$ cat src/rtl/rf_write_arbiter.sv
// rf_write_arbiter
//   Shares the single register-file write port between the in-order WB stage
//   and the multi-cycle MDU. WB has priority. An MDU result that is blocked for
//   STARVE_LIMIT consecutive cycles forces one MDU write and holds WB for that
//   cycle. A scoreboard of pending MDU destinations drives the decode stall.
//
//   Optional feature macro: RFARB_PERF_CNT_EN. When defined, it adds the
//   perf_hold_cnt and perf_stall_cnt ports. These are wrapping cycle counters.
//
// Ports
//   clk, rst                       clock (rising edge); async reset, active-low
//   wb_we/wb_addr/wb_data          WB write request
//   wb_hold                        WB write not taken this cycle
//   mdu_issue/mdu_dest             MDU op issued, and its destination
//   mdu_valid/mdu_addr/mdu_data    MDU result
//   mdu_ready                      MDU result accepted this cycle
//   dec_r1/r2_addr, dec_dst_*      decode operands, checked against the scoreboard
//   dec_stall                      decode hazard on a pending MDU destination
//   rf_we/rf_waddr/rf_wdata        register-file write port
//   perf_hold_cnt, perf_stall_cnt  (RFARB_PERF_CNT_EN only) event counters
module rf_write_arbiter #(
  parameter int unsigned STARVE_LIMIT = 4,
  parameter int unsigned DATA_W       = 32
) (
  input  logic              clk,
  input  logic              rst,
  input  logic              wb_we,
  input  logic [4:0]        wb_addr,
  input  logic [DATA_W-1:0] wb_data,
  output logic              wb_hold,
  input  logic              mdu_issue,
  input  logic [4:0]        mdu_dest,
  input  logic              mdu_valid,
  input  logic [4:0]        mdu_addr,
  input  logic [DATA_W-1:0] mdu_data,
  output logic              mdu_ready,
  input  logic [4:0]        dec_r1_addr,
  input  logic [4:0]        dec_r2_addr,
  input  logic              dec_dst_we,
  input  logic [4:0]        dec_dst_addr,
  output logic              dec_stall,
  output logic              rf_we,
  output logic [4:0]        rf_waddr,
  output logic [DATA_W-1:0] rf_wdata
`ifdef RFARB_PERF_CNT_EN
  ,
  output logic [31:0]       perf_hold_cnt,
  output logic [31:0]       perf_stall_cnt
`endif
);

  localparam int unsigned CNT_W  = 4;
  localparam int unsigned ADDR_W = 5;
  localparam int unsigned NREG   = 32;

  typedef enum logic [1:0] {
    S_IDLE  = 2'd0,
    S_WAIT  = 2'd1,
    S_FORCE = 2'd2
  } state_e;

  state_e            state_q, state_d;
  logic [CNT_W-1:0]  cnt_q, cnt_d;
  logic [NREG-1:0]   pending_q, pending_d;

  logic              grant_c;
  logic              sel_mdu_c;
  logic              mdu_ready_c;
  logic              wb_hold_c;
  logic [ADDR_W-1:0] mux_addr_c;
  logic [DATA_W-1:0] mux_data_c;
  logic              wr_en_c;

  // Grant selection and starvation tracking
  always_comb begin
    state_d     = state_q;
    cnt_d       = cnt_q;
    grant_c     = 1'b0;
    sel_mdu_c   = 1'b0;
    mdu_ready_c = 1'b0;
    wb_hold_c   = 1'b0;
    case (state_q)
      S_IDLE, S_WAIT: begin
        mdu_ready_c = mdu_valid && !wb_we;
        if (wb_we) begin
          grant_c = 1'b1;
        end else if (mdu_valid) begin
          grant_c   = 1'b1;
          sel_mdu_c = 1'b1;
        end
        if (mdu_ready_c) begin
          state_d = S_IDLE;
          cnt_d   = '0;
        end else if (state_q == S_WAIT || (mdu_valid && wb_we)) begin
          // cnt_d is the number of consecutive blocked cycles, including this one
          cnt_d   = (state_q == S_WAIT) ? cnt_q + CNT_W'(1) : CNT_W'(1);
          state_d = (cnt_d >= CNT_W'(STARVE_LIMIT)) ? S_FORCE : S_WAIT;
        end
      end
      S_FORCE: begin
        // MDU takes the port. If mdu_valid has dropped, nothing is written.
        mdu_ready_c = 1'b1;
        wb_hold_c   = wb_we;
        grant_c     = mdu_valid;
        sel_mdu_c   = 1'b1;
        state_d     = S_IDLE;
        cnt_d       = '0;
      end
      default: begin
        state_d = S_IDLE;
        cnt_d   = '0;
      end
    endcase
  end

  // Port mux; a write to $0 completes its handshake but is suppressed here
  always_comb begin
    mux_addr_c = sel_mdu_c ? mdu_addr : wb_addr;
    mux_data_c = sel_mdu_c ? mdu_data : wb_data;
    wr_en_c    = rst && grant_c && (mux_addr_c != '0);
  end

  // Outputs are forced low while reset is asserted
  assign mdu_ready = rst && mdu_ready_c;
  assign wb_hold   = rst && wb_hold_c;
  assign rf_we     = wr_en_c;
  assign rf_waddr  = wr_en_c ? mux_addr_c : '0;
  assign rf_wdata  = wr_en_c ? mux_data_c : '0;

  // Scoreboard update: a clear on transfer is overridden by an issue to the same register
  always_comb begin
    pending_d = pending_q;
    if (mdu_valid && mdu_ready) begin
      pending_d[mdu_addr] = 1'b0;
    end
    if (mdu_issue && (mdu_dest != '0)) begin
      pending_d[mdu_dest] = 1'b1;
    end
    pending_d[0] = 1'b0;
  end

  // Hazard check uses the pre-update vector
  assign dec_stall = pending_q[dec_r1_addr] | pending_q[dec_r2_addr] |
                     (dec_dst_we & pending_q[dec_dst_addr]);

  always_ff @(posedge clk or negedge rst) begin
    if (!rst) begin
      state_q   <= S_IDLE;
      cnt_q     <= '0;
      pending_q <= '0;
    end else begin
      state_q   <= state_d;
      cnt_q     <= cnt_d;
      pending_q <= pending_d;
    end
  end

`ifdef RFARB_PERF_CNT_EN
  logic [31:0] perf_hold_q, perf_hold_d;
  logic [31:0] perf_stall_q, perf_stall_d;

  // Wrapping event counters
  always_comb begin
    perf_hold_d  = perf_hold_q + 32'(wb_hold);
    perf_stall_d = perf_stall_q + 32'(dec_stall);
  end

  always_ff @(posedge clk or negedge rst) begin
    if (!rst) begin
      perf_hold_q  <= '0;
      perf_stall_q <= '0;
    end else begin
      perf_hold_q  <= perf_hold_d;
      perf_stall_q <= perf_stall_d;
    end
  end

  assign perf_hold_cnt  = perf_hold_q;
  assign perf_stall_cnt = perf_stall_q;
`endif

endmodule

$ cat config.mk
export PLATFORM = sky130hd
export DESIGN_NAME = rf_write_arbiter
export DESIGN_NICKNAME = d
export VERILOG_FILES = /design/src/rtl/rf_write_arbiter.sv
export SDC_FILE = /design/constraint.sdc
export NUM_CORES = 1
export LEC_CHECK = 0
export CAP_MARGIN = 30
export CORE_MARGIN = 3
export CORE_UTILIZATION = 42
export CTS_CLUSTER_DIAMETER = 150
export DETAILED_ROUTE_END_ITERATION = 6
export PLACE_DENSITY = 0.81
export REMOVE_ABC_BUFFERS = 1
export SLEW_MARGIN = 30
export SYNTH_ARGS = -nofsm -noshare
export SYNTH_HDL_FRONTEND = slang
export SYNTH_SLANG_ARGS = --single-unit
$ cat constraint.sdc
create_clock -name clk -period 2.2 [get_ports clk]
set_input_delay 0.22 -clock clk [delete_from_list [all_inputs] [get_ports clk]]
set_output_delay 0.22 -clock clk [all_outputs]
set_load 0.02 [all_outputs]
==> impl_metrics.ini <==
[outcome]
status = finished, violations left
violations = DRC, setup timing

[power]
internal_power_mw = 2.35
p_sw_share_pct = 37.8
finalPower_mw = 3.77
p_sw_mw = 1.43
power_density_mw_per_mm2 = 679
peakVddDrop_mv = 0.394
p_leak_nw = 2.29
pwr-share-clk_pct = 18.7
seqPwrFrac_pct = 27.7
power_frac_comb_pct = 53.6

[grt]
grt_pass1_vias = 4005
gr-total-overflow = 0
grt_pass1_wl_um = 19500
grt_usage_pct = 28.8
antenna_found_initial = 1
grt_max_degree = 32

[synthesis]
ys_seq_area_share_pct = 30.0
syn-cell-area_mm2 = 0.00309
ys_seq_elements = 37
synth_edf_count = 0
synth_top_area_share_pct = 30.0
ys_warn_count = 0
syn_area_per_cell_um2 = 8.33
ys_top_cells_by_area = dfrtp_1 (30%), mux4_2 (12%), nand2_1 (11%)
synth_most_common_cell = nand2_1
synthDistinctLibCells = 44
synthCells = 371
async_flop_share_pct = 100
synthTopCellsByCount = nand2_1 (88), o21ai_0 (63), a21oi_1 (40)
synth_top_flop_cell = dfrtp_1
synth_area_leader_cell = dfrtp_1

[drt]
drt_pass1_iterations = 7
routed_via_density = 6.32
drt_iter0_markers = 539
drc = 2
wl_per_cell_um = 22.9
postRouteAntennaNets = 0
vias = 4149
wirelength_um = 15000

[worst_setup_path]
crit_slowest_cell = clkdlybuf4s50_1
cp_common_cell = buf_6
r2r_start = state_q[1]
cp-startpoint = wb_we
cp.depth = 9
path_max_fanout = 5
end_kind = output pin
rrSetupSlack_ns = 0.22
crit_path_start_kind = input pin
r2r_end = pending_q[20]
arrival_ns = 2.18
r2r_cells = 5
critPathTopFamily = buffers and inverters
worstPathRequired_ns = 1.98
crit_buf_inv = 4
critical_path.max_stage_delay_ns = 0.46
path_class = in -> out
crit_path_end = rf_waddr[3]
path_cells = clkdlybuf4s50_1 -> nand2b_4 -> mux2i_4 -> nor3_2 -> a311o_2 -> buf_6 -> clkbuf_16 -> a21oi_4 -> buf_6

[floorplan]
die_area_mm2 = 0.00842
io_pins = 141
die_y_um = 91.8
core_mm2 = 0.00694
rows = 30
start_util_pct = 44.5
die_w_um = 91.8

[sta]
clock_skew_ns = 0.00431
finalMaxSlewViolations = 0
setup_viol = 37
hold_violations = 0
period_share_pct = 109
period_needed_ns = 2.40
relSlewSlack_pct = 69.4
tightest_slew_ns = 0.456
rsz0062_at_grt = yes
holdWs_ns = 0.312
fin_ws_ns = -0.203
clock.fmax_mhz = 416

[clock_tree]
htreeDepth = 2
cts_num_sinks = 37
cts_tree = built
root_buffer = clkbuf_8
clk_latency_ns = 0.29
clkTransAtPathRegs_ns = 0.08
cts_buffers = 5
clock_path_buffers = 2

[final_layout]
nFillCells = 378
syn_to_final_growth_pct = 79.9
drive_above_1_share_pct = 32.7
nNetsFinal = 659

[hold_path]
hold_class = in -> async

[flow_run]
cap_violations = 0

[place]
dp_hpwl_um = 9640
port_buffers = 140
gp_congestion = 0.987
## stage by stage
stage / setup WS (ns) / area (µm²) / cells / utilization (%) / TNS [ns]
2_1_floorplan: -1.30 / 2960 / 344 / - / -47.78
3_3_place_gp: -0.702 / 4940 / 636 / 71.1 / -17.83
3_5_place_dp: -0.732 / 4940 / 636 / 71.1 / -18.99
4_1_cts: -0.121 / 5000 / 648 / 72.0 / -0.380
5_1_grt: -0.236 / 5560 / 656 / 80.0 / -5.67
6_report: -0.203 / 5560 / 656 / 80.0 / -4.15
## registers in the layout, indices dropped and copies added, names as in the netlist
register / cells
pending_q: 31
cnt_q: 4
state_q: 2
## power by group through the flow
stage	Clock, mW	Sequential [mW]	Combinational [mW]
final	0.704	1.05	2.02
after global routing	0.730	1.07	2.13
after CTS	0.705	1.03	1.68
after detailed placement	0	1.04	1.69
after global placement	0	1.03	1.64
after floorplan	0	1.00	0.793
## what timing repair did
action / in CTS / in global routing
setup endpoints to repair: 40 / 39
cloned: 1 / 6
setup buffers: 3 / 2
resized for setup: 178 / 123
pin swaps: 1 / 1
hold buffers: 0 / 0
## final cells by class
cell class	count	area, µm²	area share (%)
multi-input combinational	306	2360	42.4
inverter	1	3.75	0.0676
clock buffer	5	68.8	1.24
antenna	1	2.50	0.0450
clock inverter	3	68.8	1.24
sequential	37	927	16.7
timing repair buffer	207	2010	36.1
tap	96	120	2.16
## logic make-up (layout without fill, tap and decap cells)
| family | Yosys count | count (layout) | synth area share, % |
|---|---|---|---|
| AOI/OAI and AO/OA | 117 | 117 | 20.4 |
| and+or+nand+nor | 147 | 147 | 22.5 |
| DFF | 37 | 37 | 30.0 |
| muxes | 37 | 37 | 21.3 |
| buffers and inverters | 28 | 216 | 4.33 |
| xor gates and xnor gates | 4 | 4 | 1.13 |
| other | 0 | 1 | 0 |
| adders and majority gates | 1 | 1 | 0.405 |
## worst register-to-register path: stages (launching register included)
cell      delay, ns
dfrtp_2        0.47
a21boi_2       0.19
and3b_1        0.31
nand2_1        0.23
o21ai_0        0.41
o21ai_0        0.20
## routing by layer
layer	share of wire [%]	up-vias	track usage [%]	wire length, µm
met1	34	1964	32.3	5090
li1	-	1737	-	-
met3	9.6	93	7.22	1440
met5	0	-	0	0
met4	6.6	0	13.9	996
met2	50	355	50.6	7490
## cells in the final DEF, fill, tap and decap left out, drive strengths merged, types with 2 or more instances in the layout
master / n
buf: 102
clkdlybuf4s50: 94
nand2: 88
o21ai: 63
a21oi: 40
dfrtp: 37
mux4: 21
nor2: 13
nand3b: 12
mux2i: 12
nand3: 7
clkbuf: 7
nand2b: 6
mux2: 4
dlymetal6s2s: 4
o31ai: 3
or3b: 3
xor2: 3
dlygate4sd2: 3
nor3: 3
nor2b: 3
and2: 3
and3b: 2
o2111ai: 2
bufinv: 2
clkdlybuf4s15: 2
inv: 2
## worst min-delay path by stage
stage                   from       endpoint  slack (ns)
finish                   rst  pending_q[19]        0.31
detailed placement  cnt_q[0]       cnt_q[0]        0.53
global route             rst  pending_q[19]        0.32
global placement    cnt_q[0]       cnt_q[0]        0.53
floorplan                rst       cnt_q[0]       -0.08
CTS                      rst  pending_q[18]        0.31
(Power assumes the default switching activity.)
